**src/rtl/psc_trigger_sched.sv**
```systemverilog
// rtl/psc_trigger_sched.sv - round-robin scheduler of trigger sources onto the PSC trigger transmitter
module psc_trigger_sched #(
    parameter int NUM_SRC     = 4,
    parameter int SRC_W       = 2,
    parameter int HOLDOFF     = 16,
    parameter int ACK_TIMEOUT = 64
) (
    input  logic               clk,
    input  logic               reset,
    input  logic [NUM_SRC-1:0] trig_in,
    input  logic [NUM_SRC-1:0] enable_mask,
    input  logic               err_clr,
    input  logic               tx_busy,
    output logic               tx_start,
    output logic [SRC_W-1:0]   tx_src,
    output logic [NUM_SRC-1:0] pending,
    output logic               sched_busy,
    output logic [15:0]        drop_cnt,
    output logic               err_timeout
);

    localparam int TMR_MAX = (HOLDOFF > ACK_TIMEOUT) ? HOLDOFF : ACK_TIMEOUT;
    localparam int TMR_W   = $clog2(TMR_MAX + 1);

    typedef enum logic [2:0] {
        S_IDLE,
        S_START,
        S_WAIT_ACK,
        S_WAIT_DONE,
        S_HOLD
    } state_t;

    state_t             state;
    logic [NUM_SRC-1:0] sync1;
    logic [NUM_SRC-1:0] sync2;
    logic [NUM_SRC-1:0] hist;
    logic [NUM_SRC-1:0] rise;
    logic [NUM_SRC-1:0] req;
    logic [NUM_SRC-1:0] gnt_vec;
    logic [NUM_SRC-1:0] drop_vec;
    logic [SRC_W-1:0]   ptr;
    logic [SRC_W-1:0]   cand;
    logic [SRC_W-1:0]   gnt_idx;
    logic               found;
    logic [3:0]         drop_num;
    logic [16:0]        drop_sum;
    logic [TMR_W-1:0]   timer;

    // Round-robin search starts one past the last granted source.
    always_comb begin
        rise    = sync2 & ~hist;
        req     = pending & enable_mask;
        found   = 1'b0;
        gnt_idx = '0;
        cand    = '0;
        for (int k = 1; k <= NUM_SRC; k++) begin
            cand = SRC_W'((int'(ptr) + k) % NUM_SRC);
            if (!found && req[cand]) begin
                found   = 1'b1;
                gnt_idx = cand;
            end
        end
        gnt_vec = '0;
        if (state == S_IDLE && found) begin
            gnt_vec[gnt_idx] = 1'b1;
        end
        // A rise on a source being granted this cycle re-arms it rather than dropping.
        drop_vec = rise & enable_mask & pending & ~gnt_vec;
        drop_num = '0;
        for (int i = 0; i < NUM_SRC; i++) begin
            drop_num = drop_num + 4'(drop_vec[i]);
        end
        drop_sum = {1'b0, drop_cnt} + 17'(drop_num);
    end

    always_ff @(posedge clk or negedge reset) begin
        if (!reset) begin
            sync1    <= '0;
            sync2    <= '0;
            hist     <= '0;
            pending  <= '0;
            drop_cnt <= '0;
        end else begin
            sync1    <= trig_in;
            sync2    <= sync1;
            hist     <= sync2;
            pending  <= ((pending & ~gnt_vec) | (rise & enable_mask)) & enable_mask;
            drop_cnt <= drop_sum[16] ? 16'hFFFF : drop_sum[15:0];
        end
    end

    always_ff @(posedge clk or negedge reset) begin
        if (!reset) begin
            state       <= S_IDLE;
            ptr         <= SRC_W'(NUM_SRC - 1);
            tx_src      <= '0;
            tx_start    <= 1'b0;
            sched_busy  <= 1'b0;
            err_timeout <= 1'b0;
            timer       <= '0;
        end else begin
            tx_start <= 1'b0;
            // A timeout set below overrides a clear in the same cycle.
            if (err_clr) begin
                err_timeout <= 1'b0;
            end
            case (state)
                S_IDLE: begin
                    if (found) begin
                        tx_src     <= gnt_idx;
                        ptr        <= gnt_idx;
                        tx_start   <= 1'b1;
                        sched_busy <= 1'b1;
                        timer      <= '0;
                        state      <= S_START;
                    end
                end
                S_START: begin
                    timer <= timer + TMR_W'(1);
                    state <= S_WAIT_ACK;
                end
                S_WAIT_ACK: begin
                    if (tx_busy) begin
                        state <= S_WAIT_DONE;
                    end else if (timer == TMR_W'(ACK_TIMEOUT - 1)) begin
                        err_timeout <= 1'b1;
                        timer       <= '0;
                        state       <= S_HOLD;
                    end else begin
                        timer <= timer + TMR_W'(1);
                    end
                end
                S_WAIT_DONE: begin
                    if (!tx_busy) begin
                        timer <= '0;
                        state <= S_HOLD;
                    end
                end
                S_HOLD: begin
                    if (timer == TMR_W'(HOLDOFF - 1)) begin
                        sched_busy <= 1'b0;
                        state      <= S_IDLE;
                    end else begin
                        timer <= timer + TMR_W'(1);
                    end
                end
                default: begin
                    sched_busy <= 1'b0;
                    state      <= S_IDLE;
                end
            endcase
        end
    end

endmodule

```
**config.mk**
```make
export PLATFORM = sky130hd
export DESIGN_NAME = psc_trigger_sched
export DESIGN_NICKNAME = d
export VERILOG_FILES = /design/src/rtl/psc_trigger_sched.sv
export SDC_FILE = /design/constraint.sdc
export NUM_CORES = 1
export LEC_CHECK = 0
export BUFFER_PORTS_ARGS = -buffer_cell sky130_fd_sc_hd__clkbuf_2
export CAP_MARGIN = 20
export CORE_ASPECT_RATIO = 1.4
export CORE_UTILIZATION = 34
export CTS_CLUSTER_SIZE = 10
export DETAILED_ROUTE_END_ITERATION = 10
export PLACE_DENSITY_LB_ADDON = 0.1
export SYNTH_ARGS = -nofsm -noshare
export SYNTH_HDL_FRONTEND = slang
export SYNTH_SLANG_ARGS = --single-unit
```
**constraint.sdc**
```tcl
create_clock -name clk -period 4.8 [get_ports clk]
set_clock_uncertainty 0.1 [all_clocks]
set_input_delay 0.96 -clock clk [delete_from_list [all_inputs] [get_ports clk]]
set_output_delay 0.96 -clock clk [all_outputs]
set_load 0.01 [all_outputs]
```
**Word level (Yosys, flattened, before mapping)**

Index checks and enable logic that the tools add are counted.
Widths: inputs -> output; s select.

- Output and inout port bits: 25
- Bits in registers: 49
- Input port bits: 12

- $lt $le $gt $ge: 6
- Muxes and demuxes: 41
- Add/sub/neg operators: 9
- Bitwise gates (word level): 11
- Reduce and logical (&&, ||, !) cells: 15
- Eq/ne operators: 12

Operator list:

| cell | count |
|---|---|
| $mux 7 | 5 |
| $pmux 7 s5 | 1 |
| $and 4x4->4 | 7 |
| $add 16x4->17 | 1 |
| $mux 1 | 17 |
| $mux 16 | 1 |
| $lt 2x3->1 const B | 5 |
| $mux 3 | 5 |
| $pmux 3 s5 | 1 |
| $ne 2x2->1 const B | 5 |
| $bmux 1 s2 | 4 |
| $mux 2 | 4 |
| $not 4->4 | 2 |
| $add 7x1->7 const B | 1 |
| $eq 7x4->1 const B | 1 |
| $eq 7x6->1 const B | 1 |
| $eq 3x2->1 const B | 2 |
| $logic_and 1x1->1 | 5 |
| $reduce_and 5->1 | 1 |
| $reduce_bool 5->1 | 1 |
| $add 2x1->2 const B | 2 |
| $add 2x2->2 const B | 2 |
| $add 3x1->4 | 1 |
| $mux 4 | 1 |
| other kinds (16) | 18 |

**Logic depth before layout (Yosys ltp)**

- Word-level depth: 25
- Mapped depth: 15
- Mapped depth without buffers: 13

**Worst setup path after synthesis**

No wires, ideal clock.

- Path type: in2reg
- Start: in enable_mask[1]
- End: reg drop_cnt[5]
- Arrival time: 4.000 ns
- Required time: 4.634 ns
- Stages: 14
- Setup time: 0.066 ns
- Path slack: 0.634 ns
- Path through: a22oi_1 > mux2_2 > a21oi_1 > nand2_1 > nand4_1 > fa_1 > fa_1 > inv_1 > fa_1 > nand3_1 > nor3_1 > nand3_1 > buf_2 > nand2_1

- Word-level cells in the longest chain between the ends: 25

RTL lines:

| what | RTL line | RTL |
|---|---|---|
| start, declared | 11 | `input logic [NUM_SRC-1:0] enable_mask,` |
| $and 4x4->4 | 52 | `req = pending & enable_mask;` |
| $bmux 1 s2 | 58 | `if (!found && req[cand]) begin` |
| $mux 1 (implied by the code) | 58 |  |
| $mux 1 | 58 |  |
| $logic_not 1->1 | 58 |  |
| $logic_and 1x1->1 | 58 |  |
| $mux 1 | 58 |  |
| $logic_not 1->1 | 58 |  |
| [... 9 more ...] | -- |  |
| $mux 4 | 64 | `if (state == S_IDLE && found) begin` |
| $not 4->4 | 68 | `drop_vec = rise & enable_mask & pending & ~gnt_vec;` |
| $and 4x4->4 * | 68 |  |
| $add 1x1->2 | 71 | `drop_num = drop_num + 4'(drop_vec[i]);` |
| $add 2x1->3 | 71 |  |
| $add 3x1->4 * | 71 |  |
| $add 16x4->17 * | 73 | `drop_sum = {1'b0, drop_cnt} + 17'(drop_num);` |
| $mux 16 * | 88 | `drop_cnt <= drop_sum[16] ? 16'hFFFF : drop_sum[15:0];` |
| end signal, assigned | 88 |  |
| end, declared | 18 | `output logic [15:0] drop_cnt,` |

Every way passes the cells marked *; elsewhere a longest branch is shown, timed or not. The select of a mux whose other input is x is not followed.
A chain may end at the register's enable or synchronous reset.

**Final worst setup path**

- Start: in enable_mask[1]
- End: reg drop_cnt[11]

The elaborated chain is that of the path after synthesis.

==> results.md <==
* Max Freq at 242 MHz
* Max stage delay on crit path at ~0.45 ns
* Peak VDD IR at 0.182 mV
* Post-CTS resize count at 0
* WP data arrival at between 4 and 5 ns
* Share of cells above drive strength 1 at a little over a fifth
* Max-cap violations at 0
* DIE WIDTH at ~71 um
* Synth Area in Compound Gates at 14.2%
* Multiplexer share of the synthesized area at 1.50%
* H-tree levels at 2
* Final net count at 278
* Post-synth top flop: dfrtp_1
* # Post-CTS Setup Buffers at 0
* Effective utilization at floorplan at approximately 36%
* Die area at 0.00694 mm^2
* Post-DP HPWL at 3210 um
* Async SR Flop Fraction at 100%
* Mapped cell area at 0.00225 mm^2
* Yosys reg bits at a little under 50
* Post-place setup slack at 0.343 ns
* Wire per inst at 13.6 um
* Setup crit start kind: primary input
* Post-synth EDFFs at 0
* PD cells at approximately 470 mW/mm^2
* Largest net degree at the start of global routing at 50
* Root Buffer: clkbuf_8
* Worst Slack Setup Final at 0.674 ns
* IO Count at 37
* Adder-cell area share of the yosys netlist at ~3.8%
* Core Box Area at ~0.0063 mm^2
* Gr usage total at between 10% and 20%
* Vias/cell at 5.02
* Hold slack at 0.256 ns
* Crit path max-delay family: adder cells
* Status: complete, but fails checks
* Post-CTS Hold Buffers at 0
* Slowest stage cell, crit path: fa_1
* Vias post-DR at between 1,500 and 2,000
* Max-slew headroom at 57.9%
* Placer Congestion at 0.776
* Main combinational cell family by area after synthesis: simple AND/OR/NAND/NOR gates
* Critical path start-end classification: in2reg
* Clk buf depth at 2
* Final min period at 4.13 ns
* Fin util at a little over two fifths
* Pre-antenna DRT Iters at 7
* Vias in the first global route at roughly 1,700
* Register area share after synthesis at 54.7%
* Final Instance Area at 0.00267 mm^2
* Clock slew at reported path FFs at 0.10 ns
* Crit Path Max Fanout at 10
* Simple-gate share of the synthesized area at 19.6%
* Overflow after GRT at 0
* Mapped Cells at between 200 and 250
* HP Class: reg2reg
* Fin crit share at 86.0%
* Worst slew pin tran at approximately 0.63 ns
* Number of I/O port buffers at 36
* Routed Antenna Nets at 0
* FILL cells at 634
* Clock Latency Late Sink at ~0.30 ns
* WL final at roughly 4500 um
* Max Slew Vio Count at 0
* CTS tree: built
* Setup TNS at 0 ns
* Starting DRT DRC Count at 92
* Final Hold Vio Count at 0
* Failing checks: design-rule violations
* Inserted Clock Buffers at 5
* Critical path buffer and inverter count at 3
* Critical Path, Cell by Cell: clkbuf_2 -> a22oi_1 -> mux2_2 -> a21oi_1 -> nand2_1 -> nand4_1 -> fa_1 -> fa_1 -> inv_1 -> fa_1 -> nand3_1 -> nor3_1 -> nand3_1 -> buf_4 -> nand2_1
* Syn Nets at 233
* Unrepaired setup endpoints after global routing: no
* Clock sink count at 49
* Synth Warn # at 0
* Synth cell types at 42
* Ant. Diodes at 0
* Leak pwr at ~1.3 nW
* Post-Synth XOR/XNOR Area at 4.29%
* DR DRC count at 5
* Placed cell area at 0.00254 mm^2
* Die height at between 90 and 100 um
* FP Rows at 34
* Initial antenna violation count at 0
* CP dominant cell by count: fa_1
* CP Capture Type: flop
* Final setup violation count at 0
* Layout area overhead at 19.1%
* First-pass GRT wire length at 7820 um
* Avg Synthesized Cell Area at 10.4 um^2
* Worst path required time at 4.94 ns
## sequential cells by signal, indices dropped and copies added (netlist names)
| name | count |
|---|---|
| ptr | 2 |
| timer | 7 |
| state | 3 |
| hist | 4 |
| drop_cnt | 16 |
| sync2 | 4 |
| err_timeout | 1 |
| tx_src | 2 |
| pending | 4 |
| sched_busy | 1 |
| tx_start | 1 |
| sync1 | 4 |
## Yosys cell counts (2+ instances only)
| cell type | n | share of area [%] |
|---|---|---|
| nor2_1 | 19 | 3.2 |
| xor2_1 | 2 | 0.78 |
| a21o_1 | 5 | 1.7 |
| o21a_1 | 5 | 1.7 |
| nor2b_1 | 8 | 2.2 |
| a22oi_1 | 2 | 0.67 |
| and2_1 | 2 | 0.56 |
| fa_1 | 3 | 2.7 |
| dfstp_2 | 2 | 2.3 |
| or2_1 | 2 | 0.56 |
| o21ai_0 | 7 | 1.6 |
| dfrtp_1 | 47 | 52 |
| nor3_1 | 4 | 0.89 |
| nand3_1 | 8 | 1.8 |
| buf_2 | 2 | 0.45 |
| or3_1 | 2 | 0.56 |
| a22o_1 | 5 | 1.9 |
| inv_1 | 9 | 1.5 |
| xnor2_1 | 9 | 3.5 |
| nand2b_1 | 3 | 0.84 |
| mux2_2 | 3 | 1.5 |
| nand2_1 | 31 | 5.2 |
| o21bai_1 | 3 | 1.0 |
| nand4_1 | 4 | 1.1 |
| ha_1 | 2 | 1.1 |
| and3_1 | 4 | 1.1 |
| a21oi_1 | 8 | 1.8 |
## final cells by class
class / count / area (um^2) / area share (%)
well taps: 72 / 90.1 / 3.37
clock inverters: 3 / 68.8 / 2.57
multi-input cells: 156 / 973 / 36.4
clock buffers: 5 / 68.8 / 2.57
repair buffers: 40 / 210 / 7.86
flip-flops and latches: 49 / 1230 / 46.0
inverters: 9 / 33.8 / 1.26
## routing by layer
| layer | vias to the layer above | share of wire (%) | GRT usage, % |
|---|---|---|---|
| met5 | - | 0 | 0 |
| met4 | 0 | 1.3 | 5.85 |
| met3 | 4 | 2.9 | 2.89 |
| met2 | 25 | 50 | 23.4 |
| met1 | 812 | 46 | 18.1 |
| li1 | 836 | - | - |
## cells in the final DEF, fill, tap and decap left out, drive strengths merged, types with 3 or more instances in the layout
master,instances
dfrtp,47
clkbuf,41
nand2,31
nor2,20
inv,10
xnor2,9
nor2b,8
nand3,8
a21oi,8
o21ai,7
a21o,5
o21a,5
a22o,5
nand4,4
and3,4
nor3,4
buf,4
mux2,3
nand2b,3
o21bai,3
fa,3
or2,3
## cell families (layout without fill, tap and decap cells)
family                   after synthesis  count (layout)
XOR/XNOR                              11              11
multiplexers                           3               3
buffers and inverters                 11              57
flip-flops                            49              49
AO/OA/AOI/OAI                         45              45
adder cells (fa/ha/maj)                5               5
AND/OR/NAND/NOR                       92              92
## power by group
part	leakage (nW)	internal (mW)	switching, mW
clock network	0.0687	0.210	0.145
logic	0.619	0.158	0.182
registers	0.619	0.492	0.0754
## through the flow
stage | power, mW | cells
final | 1.26 | 334
after global routing | 1.35 | 334
after CTS | 1.28 | 334
after global placement | 0.923 | 326
after floorplan | 0.807 | 216
after detailed placement | 0.920 | 326
## final timing paths
| kind | from | endpoint | slack, ns | cells past startpoint |
|---|---|---|---|---|
| worst max-delay path | enable_mask[1] | drop_cnt[11]$_DFF_PN0_ | 0.67 | 15 |
| worst min-delay path | sync1[0]$_DFF_PN0_ | sync2[0]$_DFF_PN0_ | 0.26 | 0 |
| worst max register to register | pending[1]$_DFF_PN0_ | drop_cnt[11]$_DFF_PN0_ | 1.02 | 14 |
| worst min register to register | sync1[0]$_DFF_PN0_ | sync2[0]$_DFF_PN0_ | 0.26 | 0 |
| max in group asynchronous | reset | drop_cnt[7]$_DFF_PN0_ | 3.52 | 2 |
| min in group asynchronous | reset | timer[5]$_DFFE_PN0P_ | 0.66 | 2 |
(Power assumes the default switching activity.)
